$ cat config.mk
export PLATFORM = sky130hd
export DESIGN_NAME = rbm_hidden_sched_flat
export DESIGN_NICKNAME = d
export VERILOG_FILES = /design/src/rtl/rbm_hidden_sched_if.sv /design/src/rtl/rbm_hidden_sched.sv /design/src/flat_wrapper.sv
export SDC_FILE = /design/constraint.sdc
export NUM_CORES = 1
export LEC_CHECK = 0
export ABC_AREA = 1
export CELL_PAD_IN_SITES_DETAIL_PLACEMENT = 0
export CELL_PAD_IN_SITES_GLOBAL_PLACEMENT = 1
export CORE_MARGIN = 2
export CORE_UTILIZATION = 35
export DETAILED_ROUTE_END_ITERATION = 10
export PLACE_DENSITY = 0.95
export SLEW_MARGIN = 20
export SYNTH_ARGS = -nofsm -noshare
export SYNTH_HDL_FRONTEND = slang
export SYNTH_SLANG_ARGS = --single-unit
$ cat constraint.sdc
create_clock -name i_clk -period 4.7 [get_ports i_clk]
set_input_delay 0.94 -clock i_clk [delete_from_list [all_inputs] [get_ports i_clk]]
set_output_delay 0.94 -clock i_clk [all_outputs]
set_load 0.02 [all_outputs]
$ cat src/rtl/rbm_hidden_sched_if.sv
// -----------------------------------------------------------------------------
// rbm_hidden_sched_if
// Purpose : bundle of the signals between the hidden-pass sequencer and the
//           RBM core / hidden-probability buffer.
// Signals :
//   col_idx    - current hidden index j (weight column / bias address)
//   core_start - one-cycle start pulse to the core
//   core_busy  - core busy
//   core_p     - core result p_j (Q0.16)
//   p_wr_en    - hidden-probability buffer write strobe
//   p_wr_addr  - buffer write address (= j)
//   p_wr_data  - registered copy of core_p
// Modports: master = sequencer side, slave = core/buffer side.
//
// Handshake: the sequencer issues a single-cycle core_start; the core answers
// by raising core_busy at some later cycle and lowering it when core_p is
// valid. core_p is sampled on the first cycle core_busy is seen low again.
// The buffer takes p_wr_addr/p_wr_data on every cycle p_wr_en is high; there
// is no backpressure in either direction.
// -----------------------------------------------------------------------------
interface rbm_hidden_sched_if #(
  parameter int H_MAX = 64,
  parameter int P_W   = 16
);
  localparam int HW = $clog2(H_MAX);

  logic [HW-1:0]  col_idx;
  logic           core_start;
  logic           core_busy;
  logic [P_W-1:0] core_p;
  logic           p_wr_en;
  logic [HW-1:0]  p_wr_addr;
  logic [P_W-1:0] p_wr_data;

  modport master (
    output col_idx, core_start, p_wr_en, p_wr_addr, p_wr_data,
    input  core_busy, core_p
  );

  modport slave (
    input  col_idx, core_start, p_wr_en, p_wr_addr, p_wr_data,
    output core_busy, core_p
  );
endinterface

$ cat src/rtl/rbm_hidden_sched.sv
// -----------------------------------------------------------------------------
// rbm_hidden_sched
// Purpose : hidden-layer pass sequencer for the single-unit RBM core. Walks
//           j = 0..n-1, kicks the core once per unit, waits for it to finish
//           and writes p_j into the hidden-probability buffer.
// Ports   :
//   i_clk, i_rst_n  - clock, asynchronous active-low reset
//   i_start         - begin a pass (sampled in IDLE only)
//   i_abort         - cancel a running pass
//   i_num_hidden    - units to process, clamped to H_MAX, sampled at start
//   o_busy          - pass in progress
//   o_done          - one-cycle pulse on normal completion
//   o_aborted       - sticky, set by abort, cleared by next accepted start
//   o_err_timeout   - sticky watchdog flag (0 unless the watchdog is built)
//   o_dbg_state     - current FSM state encoding
//   core_if         - core / buffer signals (master modport)
// Build option: define RBM_SCHED_TIMEOUT_EN to add a 16-bit watchdog on the
//   two WAIT states; on expiry it sets err_timeout and takes the abort path.
// -----------------------------------------------------------------------------
module rbm_hidden_sched #(
  parameter int H_MAX = 64,
  parameter int P_W   = 16,
  localparam int HW   = $clog2(H_MAX)
) (
  input  logic                       i_clk,
  input  logic                       i_rst_n,
  input  logic                       i_start,
  input  logic                       i_abort,
  input  logic [HW:0]                i_num_hidden,
  output logic                       o_busy,
  output logic                       o_done,
  output logic                       o_aborted,
  output logic                       o_err_timeout,
  output logic [2:0]                 o_dbg_state,
  rbm_hidden_sched_if.master         core_if
);

  typedef enum logic [2:0] {
    IDLE      = 3'd0,
    SETUP     = 3'd1,
    KICK      = 3'd2,
    WAIT_RISE = 3'd3,
    WAIT_FALL = 3'd4,
    WRITE     = 3'd5,
    NEXT      = 3'd6
  } state_t;

  localparam logic [HW:0] LP_HMAX = (HW+1)'(H_MAX);
  localparam logic [HW:0] LP_ONE  = (HW+1)'(1);

  state_t         r_state;
  state_t         w_next;
  logic [HW:0]    r_n;
  logic [HW-1:0]  r_j;
  logic [P_W-1:0] r_p;
  logic           r_aborted;
  logic           r_done_zero;

  logic [HW:0]    w_n_clamped;
  logic           w_accept;
  logic           w_is_last;
  logic           w_timeout;
  logic           w_abort_path;
  logic           w_core_start;
  logic           w_wr_en;
  logic           w_done_last;

  assign w_n_clamped  = (i_num_hidden > LP_HMAX) ? LP_HMAX : i_num_hidden;
  assign w_accept     = (r_state == IDLE) && i_start;
  assign w_is_last    = ({1'b0, r_j} == (r_n - LP_ONE));
  // Abort only has an effect while a pass is running; in IDLE start wins.
  assign w_abort_path = (r_state != IDLE) && (i_abort || w_timeout);

`ifdef RBM_SCHED_TIMEOUT_EN
  logic [15:0] r_wdog;
  logic        r_err_timeout;
  logic        w_in_wait;

  assign w_in_wait = (r_state == WAIT_RISE) || (r_state == WAIT_FALL);
  // The counter shows cycles already spent in the current WAIT state, so
  // firing at 0xFFFE exits at the end of the 65535th cycle.
  assign w_timeout = w_in_wait && (r_wdog == 16'hFFFE);

  always_ff @(posedge i_clk or negedge i_rst_n) begin
    if (!i_rst_n) begin
      r_wdog        <= '0;
      r_err_timeout <= 1'b0;
    end else begin
      // Reload on every state change, which covers entry to each WAIT state.
      if (w_next != r_state) r_wdog <= '0;
      else if (w_in_wait)    r_wdog <= r_wdog + 16'd1;

      if (w_accept)       r_err_timeout <= 1'b0;
      else if (w_timeout) r_err_timeout <= 1'b1;
    end
  end

  assign o_err_timeout = r_err_timeout;
`else
  assign w_timeout     = 1'b0;
  assign o_err_timeout = 1'b0;
`endif

  always_ff @(posedge i_clk or negedge i_rst_n) begin
    if (!i_rst_n) r_state <= IDLE;
    else          r_state <= w_next;
  end

  always_comb begin
    w_next       = r_state;
    w_core_start = 1'b0;
    w_wr_en      = 1'b0;
    w_done_last  = 1'b0;
    case (r_state)
      IDLE:      if (i_start) w_next = (w_n_clamped == '0) ? IDLE : SETUP;
      SETUP:     w_next = KICK;
      KICK: begin
        w_core_start = 1'b1;
        w_next       = WAIT_RISE;
      end
      WAIT_RISE: if (core_if.core_busy)  w_next = WAIT_FALL;
      WAIT_FALL: if (!core_if.core_busy) w_next = WRITE;
      WRITE: begin
        w_wr_en = 1'b1;
        w_next  = NEXT;
      end
      NEXT: begin
        if (w_is_last) begin
          w_done_last = 1'b1;
          w_next      = IDLE;
        end else begin
          w_next = SETUP;
        end
      end
      default:   w_next = IDLE;
    endcase
    // Abort overrides everything produced above in the same cycle.
    if (w_abort_path) begin
      w_next       = IDLE;
      w_core_start = 1'b0;
      w_wr_en      = 1'b0;
      w_done_last  = 1'b0;
    end
  end

  always_ff @(posedge i_clk or negedge i_rst_n) begin
    if (!i_rst_n) begin
      r_n         <= '0;
      r_j         <= '0;
      r_p         <= '0;
      r_aborted   <= 1'b0;
      r_done_zero <= 1'b0;
    end else begin
      r_done_zero <= 1'b0;
      if (w_accept) begin
        r_n         <= w_n_clamped;
        r_j         <= '0;
        r_aborted   <= 1'b0;
        // Empty pass: no core activity, just the done pulse next cycle.
        r_done_zero <= (w_n_clamped == '0);
      end else if (w_abort_path) begin
        r_aborted <= 1'b1;
      end else begin
        if ((r_state == WAIT_FALL) && !core_if.core_busy) r_p <= core_if.core_p;
        if ((r_state == NEXT) && !w_is_last)              r_j <= r_j + 1'b1;
      end
    end
  end

  // done for a normal pass is high during the final NEXT cycle; busy is
  // dropped in that same cycle so the host sees busy fall with done.
  assign o_done      = w_done_last || r_done_zero;
  assign o_busy      = (r_state != IDLE) && !w_done_last;
  assign o_aborted   = r_aborted;
  assign o_dbg_state = r_state;

  assign core_if.col_idx    = r_j;
  assign core_if.core_start = w_core_start;
  assign core_if.p_wr_en    = w_wr_en;
  assign core_if.p_wr_addr  = r_j;
  assign core_if.p_wr_data  = r_p;

endmodule

$ cat src/flat_wrapper.sv
// flat-port wrapper written by rule: the top's interface ports become plain ports
module rbm_hidden_sched_flat 
#(
  parameter int H_MAX = 64,
  parameter int P_W   = 16,
  localparam int HW   = $clog2(H_MAX)
)
  (i_clk, i_rst_n, i_start, i_abort, i_num_hidden, o_busy, o_done, o_aborted, o_err_timeout, o_dbg_state, core_if_col_idx, core_if_core_start, core_if_p_wr_en, core_if_p_wr_addr, core_if_p_wr_data, core_if_core_busy, core_if_core_p);
  rbm_hidden_sched_if #(.H_MAX(H_MAX), .P_W(P_W)) core_if_i ();
  input  logic i_clk;
  input  logic i_rst_n;
  input  logic i_start;
  input  logic i_abort;
  input  logic [HW:0] i_num_hidden;
  output logic o_busy;
  output logic o_done;
  output logic o_aborted;
  output logic o_err_timeout;
  output logic [2:0] o_dbg_state;
  output wire logic [$bits(core_if_i.col_idx)-1:0] core_if_col_idx;
  output wire logic [$bits(core_if_i.core_start)-1:0] core_if_core_start;
  output wire logic [$bits(core_if_i.p_wr_en)-1:0] core_if_p_wr_en;
  output wire logic [$bits(core_if_i.p_wr_addr)-1:0] core_if_p_wr_addr;
  output wire logic [$bits(core_if_i.p_wr_data)-1:0] core_if_p_wr_data;
  input wire logic [$bits(core_if_i.core_busy)-1:0] core_if_core_busy;
  input wire logic [$bits(core_if_i.core_p)-1:0] core_if_core_p;
  assign core_if_col_idx = core_if_i.col_idx;
  assign core_if_core_start = core_if_i.core_start;
  assign core_if_p_wr_en = core_if_i.p_wr_en;
  assign core_if_p_wr_addr = core_if_i.p_wr_addr;
  assign core_if_p_wr_data = core_if_i.p_wr_data;
  assign core_if_i.core_busy = core_if_core_busy;
  assign core_if_i.core_p = core_if_core_p;
  rbm_hidden_sched #(.H_MAX(H_MAX), .P_W(P_W)) u_core (.i_clk(i_clk), .i_rst_n(i_rst_n), .i_start(i_start), .i_abort(i_abort), .i_num_hidden(i_num_hidden), .o_busy(o_busy), .o_done(o_done), .o_aborted(o_aborted), .o_err_timeout(o_err_timeout), .o_dbg_state(o_dbg_state), .core_if(core_if_i));
endmodule
==> results <==
- The number of distinct standard cells referenced by the synthesized netlist is 28.
- The number of H-tree branching levels is 2.
- The cell count after synthesis came out at 215.
- The core region is 5140 µm².
- Leaving out fill and tap cells, the most frequent cells in the layout are clkdlybuf4s50_1 (63), nand2_1 (55), dfrtp_1 (34), inv_1 (29), nand3_1 (24).
- In this run, synthesis produced a sequential element count of 34.
- The remaining global-route overflow is 0.
- STA classifies the critical path startpoint as a register.
- Hold timing on the final database bottoms out at a slack of 475.0 ps.
- The insertion delay of the later-clocked pin in the worst-skew pair is 280 ps.
- The mapped netlist covers 1871 µm².
- The fraction of post-synthesis cell area in the top cell type by area is 45.48%.
- The number of global-route vias before repair is 1626.
- STA puts the critical path data arrival time at 2580 ps.
- In the routed layout, each cell is associated on average with a via count of 4.621.
- The headroom to the max-slew limit is 42.55%.
- Setup repair after global routing left no endpoint under its margin.
- CTS placed an instance of clkbuf_8 at the clock tree root.
- The die width is 77.11 µm.
- The logic depth of the worst register-to-register path is 13.
- The number of clock buffers inserted by TritonCTS is 5.
- The first-pass GRT wire length is 7534 µm.
- The biggest area contributor in the post-synthesis netlist is dfrtp_1.
- The maximum number of buffers from clock root to sink is 2.
- Based on the critical path, the design can be clocked at up to 284.3 MHz.
- Clock-pin slew was measured on the worst setup and hold paths at 70 ps.
- The smallest clock period supported by the final layout is computed as 3518 ps.
- TritonCTS built the clock tree.
- The number of nets in the synthesized netlist is 245.
- The count of instances resized after the clock tree is built is 0.
- The number of antenna violations at the first check in global routing came to 0.
- For this run, the total global-route usage over all layers was measured as 15.76%.
- For the pin with the worst max-slew slack, the measured transition is 861.8 ps.
- Entering global routing, the biggest net connects 35 pins.
- Detailed placement finished with a half-perimeter wire length of 3172 µm.
- For this design the ratio of total power to cell area is 564.2 nW/µm².
- The largest single stage delay on the critical path is 600 ps.
- The final layout contains routed wiring with a total length of 4226 µm.
- The die is 77.11 µm tall.
- Setup violations remaining at the end of the flow were counted as 0.
- The layout-stage area growth over the synthesis result is 38.26%.
- The signal on the critical path passes through inv_1, ha_1, inv_1, nand2_1, nand3_1, nand2_1, nand3_1, nor2_1, nand3_1, nand3b_1, nand2_1, clkdlybuf4s50_1.
- The synthesized area divided by synthesized cell count is 8.700 µm².
- Input and output buffers added on the ports amount to 63.
- The I/O pin count is 65.
- The starting utilization of the core area is 36.39%.
- The antenna diode instance count is 0.
- The class of the tightest hold or removal check is register to register.
- The largest voltage drop on the vdd net is 0.0002747 V.
- The die footprint is 5945 µm².
- The number of warnings issued by yosys is 0.
- In this run the remaining antenna-violating nets after routing total 0.
- Max-cap violations in this run came to 0.
- The share of the clock period used by the worst path after layout is 74.85%.
- Cells with a size suffix above 1 make up 10.14% of the layout.
- The count of clock tree sinks is 34.
- The final layout contains 306 nets.
- The run finished with clean final reports.
- The standard cell with the maximum stage delay on the critical path is clkdlybuf4s50_1.
- The aggregate negative setup slack is 0 ps.
- The detail-routed net length per standard cell is 12.21 µm.
- The post-synthesis sequential area ratio is 45.48%.
- In the routed design, unresolved DRC markers number 0.
- The number of design-rule violations left by the first detailed-router iteration is 56.
- After floorplanning, the core was divided into 26 placement rows.
- The number of setup buffers added after CTS is 0.
- The most frequent standard cell in the layout excluding fill and tap cells is clkdlybuf4s50_1.
- The type of the setup path with the least slack is register to output pin.
- The leakage dissipation is 1.279 nW.
- The final-report hold violation count is 0.
- The biggest fanout along the worst timing path is 7.
- The number of max-slew violations in the final report is 0.
- Across all layers, the routed design uses 1599 vias.
- The worst setup path is captured at an output pin.
- The number of buffers added to fix hold violations after cts is 0.
- The first detailed-routing pass took 4 iterations.
- By area the synthesized netlist is led by dfrtp_1 (45%), nand2_1 (11%), mux2_4 (8.0%).
- The clock tree skew after final layout is 4.088 ps.
- Along the worst hold path, the cell count comes to 2.
- The congestion estimate from routability-driven global placement came to 0.8112.
- Data on the critical path is required at its endpoint by 3760 ps.
-- metal layers --
layer | vias to the layer above | global-route usage, % | part of all wire (%) | routed length [µm]
li1 | 799 | - | - | -
met2 | 55 | 25.79 | 46 | 1936
met4 | 0 | 5.893 | 1.6 | 68
met1 | 738 | 20.30 | 46 | 1923
met3 | 7 | 3.647 | 7.1 | 298
met5 | - | 0 | 0 | 0
-- metrics by stage --
step / setup WS (ps) / utilization, % / instance area, µm² / instances / power, mW
6_report: 1182 / 50.32 / 2586 / 346 / 1.459
5_1_grt: 843.7 / 50.32 / 2586 / 346 / 1.587
4_1_cts: 1187 / 50.32 / 2586 / 346 / 1.480
3_5_place_dp: 1371 / 48.78 / 2507 / 339 / 1.267
3_3_place_gp: 1413 / 48.78 / 2507 / 339 / 1.255
2_1_floorplan: 2110 / - / 1871 / 215 / 0.9728
-- where the power goes --
part           total (mW)  switching, mW  internal, mW
combinational       0.772          0.407         0.364
clock               0.202          0.102        0.0993
sequential          0.486         0.0851         0.401
-- worst max-delay path, delay by kind of cell (launching register included) --
family,cells,cell delay [ps]
buffers and inverters,3,810
and+or+nand+nor,8,810
DFF,1,380
adders and majority gates,1,290
-- cells in the mapped netlist --
cell / number
a21oi_1: 4
a31oi_1: 1
buf_12: 1
buf_2: 1
buf_4: 7
buf_6: 1
conb_1: 1
dfrtp_1: 34
ha_1: 2
inv_1: 29
mux2_2: 6
mux2_4: 10
nand2_1: 55
nand2_2: 1
nand3_1: 24
nand3_2: 1
nand3b_1: 1
nand4_1: 1
nor2_1: 13
nor2_2: 2
nor3_1: 2
nor4_1: 2
o211ai_1: 1
o21ai_0: 7
o31ai_1: 1
or3_1: 1
xnor2_1: 1
xor2_1: 5
-- registers in the layout, summed over array words and instances (netlist names) --
signal                    count
u_core.core_if.col_idx        6
u_core.core_if.p_wr_data     16
u_core.o_aborted              1
u_core.o_dbg_state            3
u_core.r_done_zero            1
u_core.r_n                    7
-- logic make-up after synthesis --
logic type                 Yosys count  synth area share, %
and+or+nand+nor                    103                23.88
adders and majority gates            2                1.338
other                                1               0.2005
AOI/OAI and AO/OA                   14                4.081
xor gates and xnor gates             6                2.809
buffers and inverters               39                10.57
muxes                               16                11.64
DFF                                 34                45.49
-- final cells by class --
type                            instances  area [µm²]
Multi-Input combinational cell        142       822.0
Timing Repair Buffer                   64       638.1
Inverter                               29       108.9
Tap cell                               70       87.58
Sequential cell                        34       850.8
Clock buffer                            5       68.82
Fill cell                             521        2554
Clock inverter                          2       10.01
-- worst paths after layout --
kind	startpoint	endpoint	slack [ps]
min in group asynchronous	i_rst_n	u_core.core_if.p_wr_data[14]$_DFFE_PN0P_	1070
setup reg to reg	u_core.r_n[0]$_DFFE_PN0P_	u_core.core_if.col_idx[5]$_DFFE_PN0P_	2720
max in group asynchronous	i_rst_n	u_core.core_if.col_idx[4]$_DFFE_PN0P_	3300
hold / removal	u_core.o_aborted$_DFFE_PN0N_	u_core.o_aborted$_DFFE_PN0N_	470
hold reg to reg	u_core.o_aborted$_DFFE_PN0N_	u_core.o_aborted$_DFFE_PN0N_	470
setup / recovery	u_core.r_n[0]$_DFFE_PN0P_	o_done	1180
No activity file was read; power rests on OpenSTA's default activity.
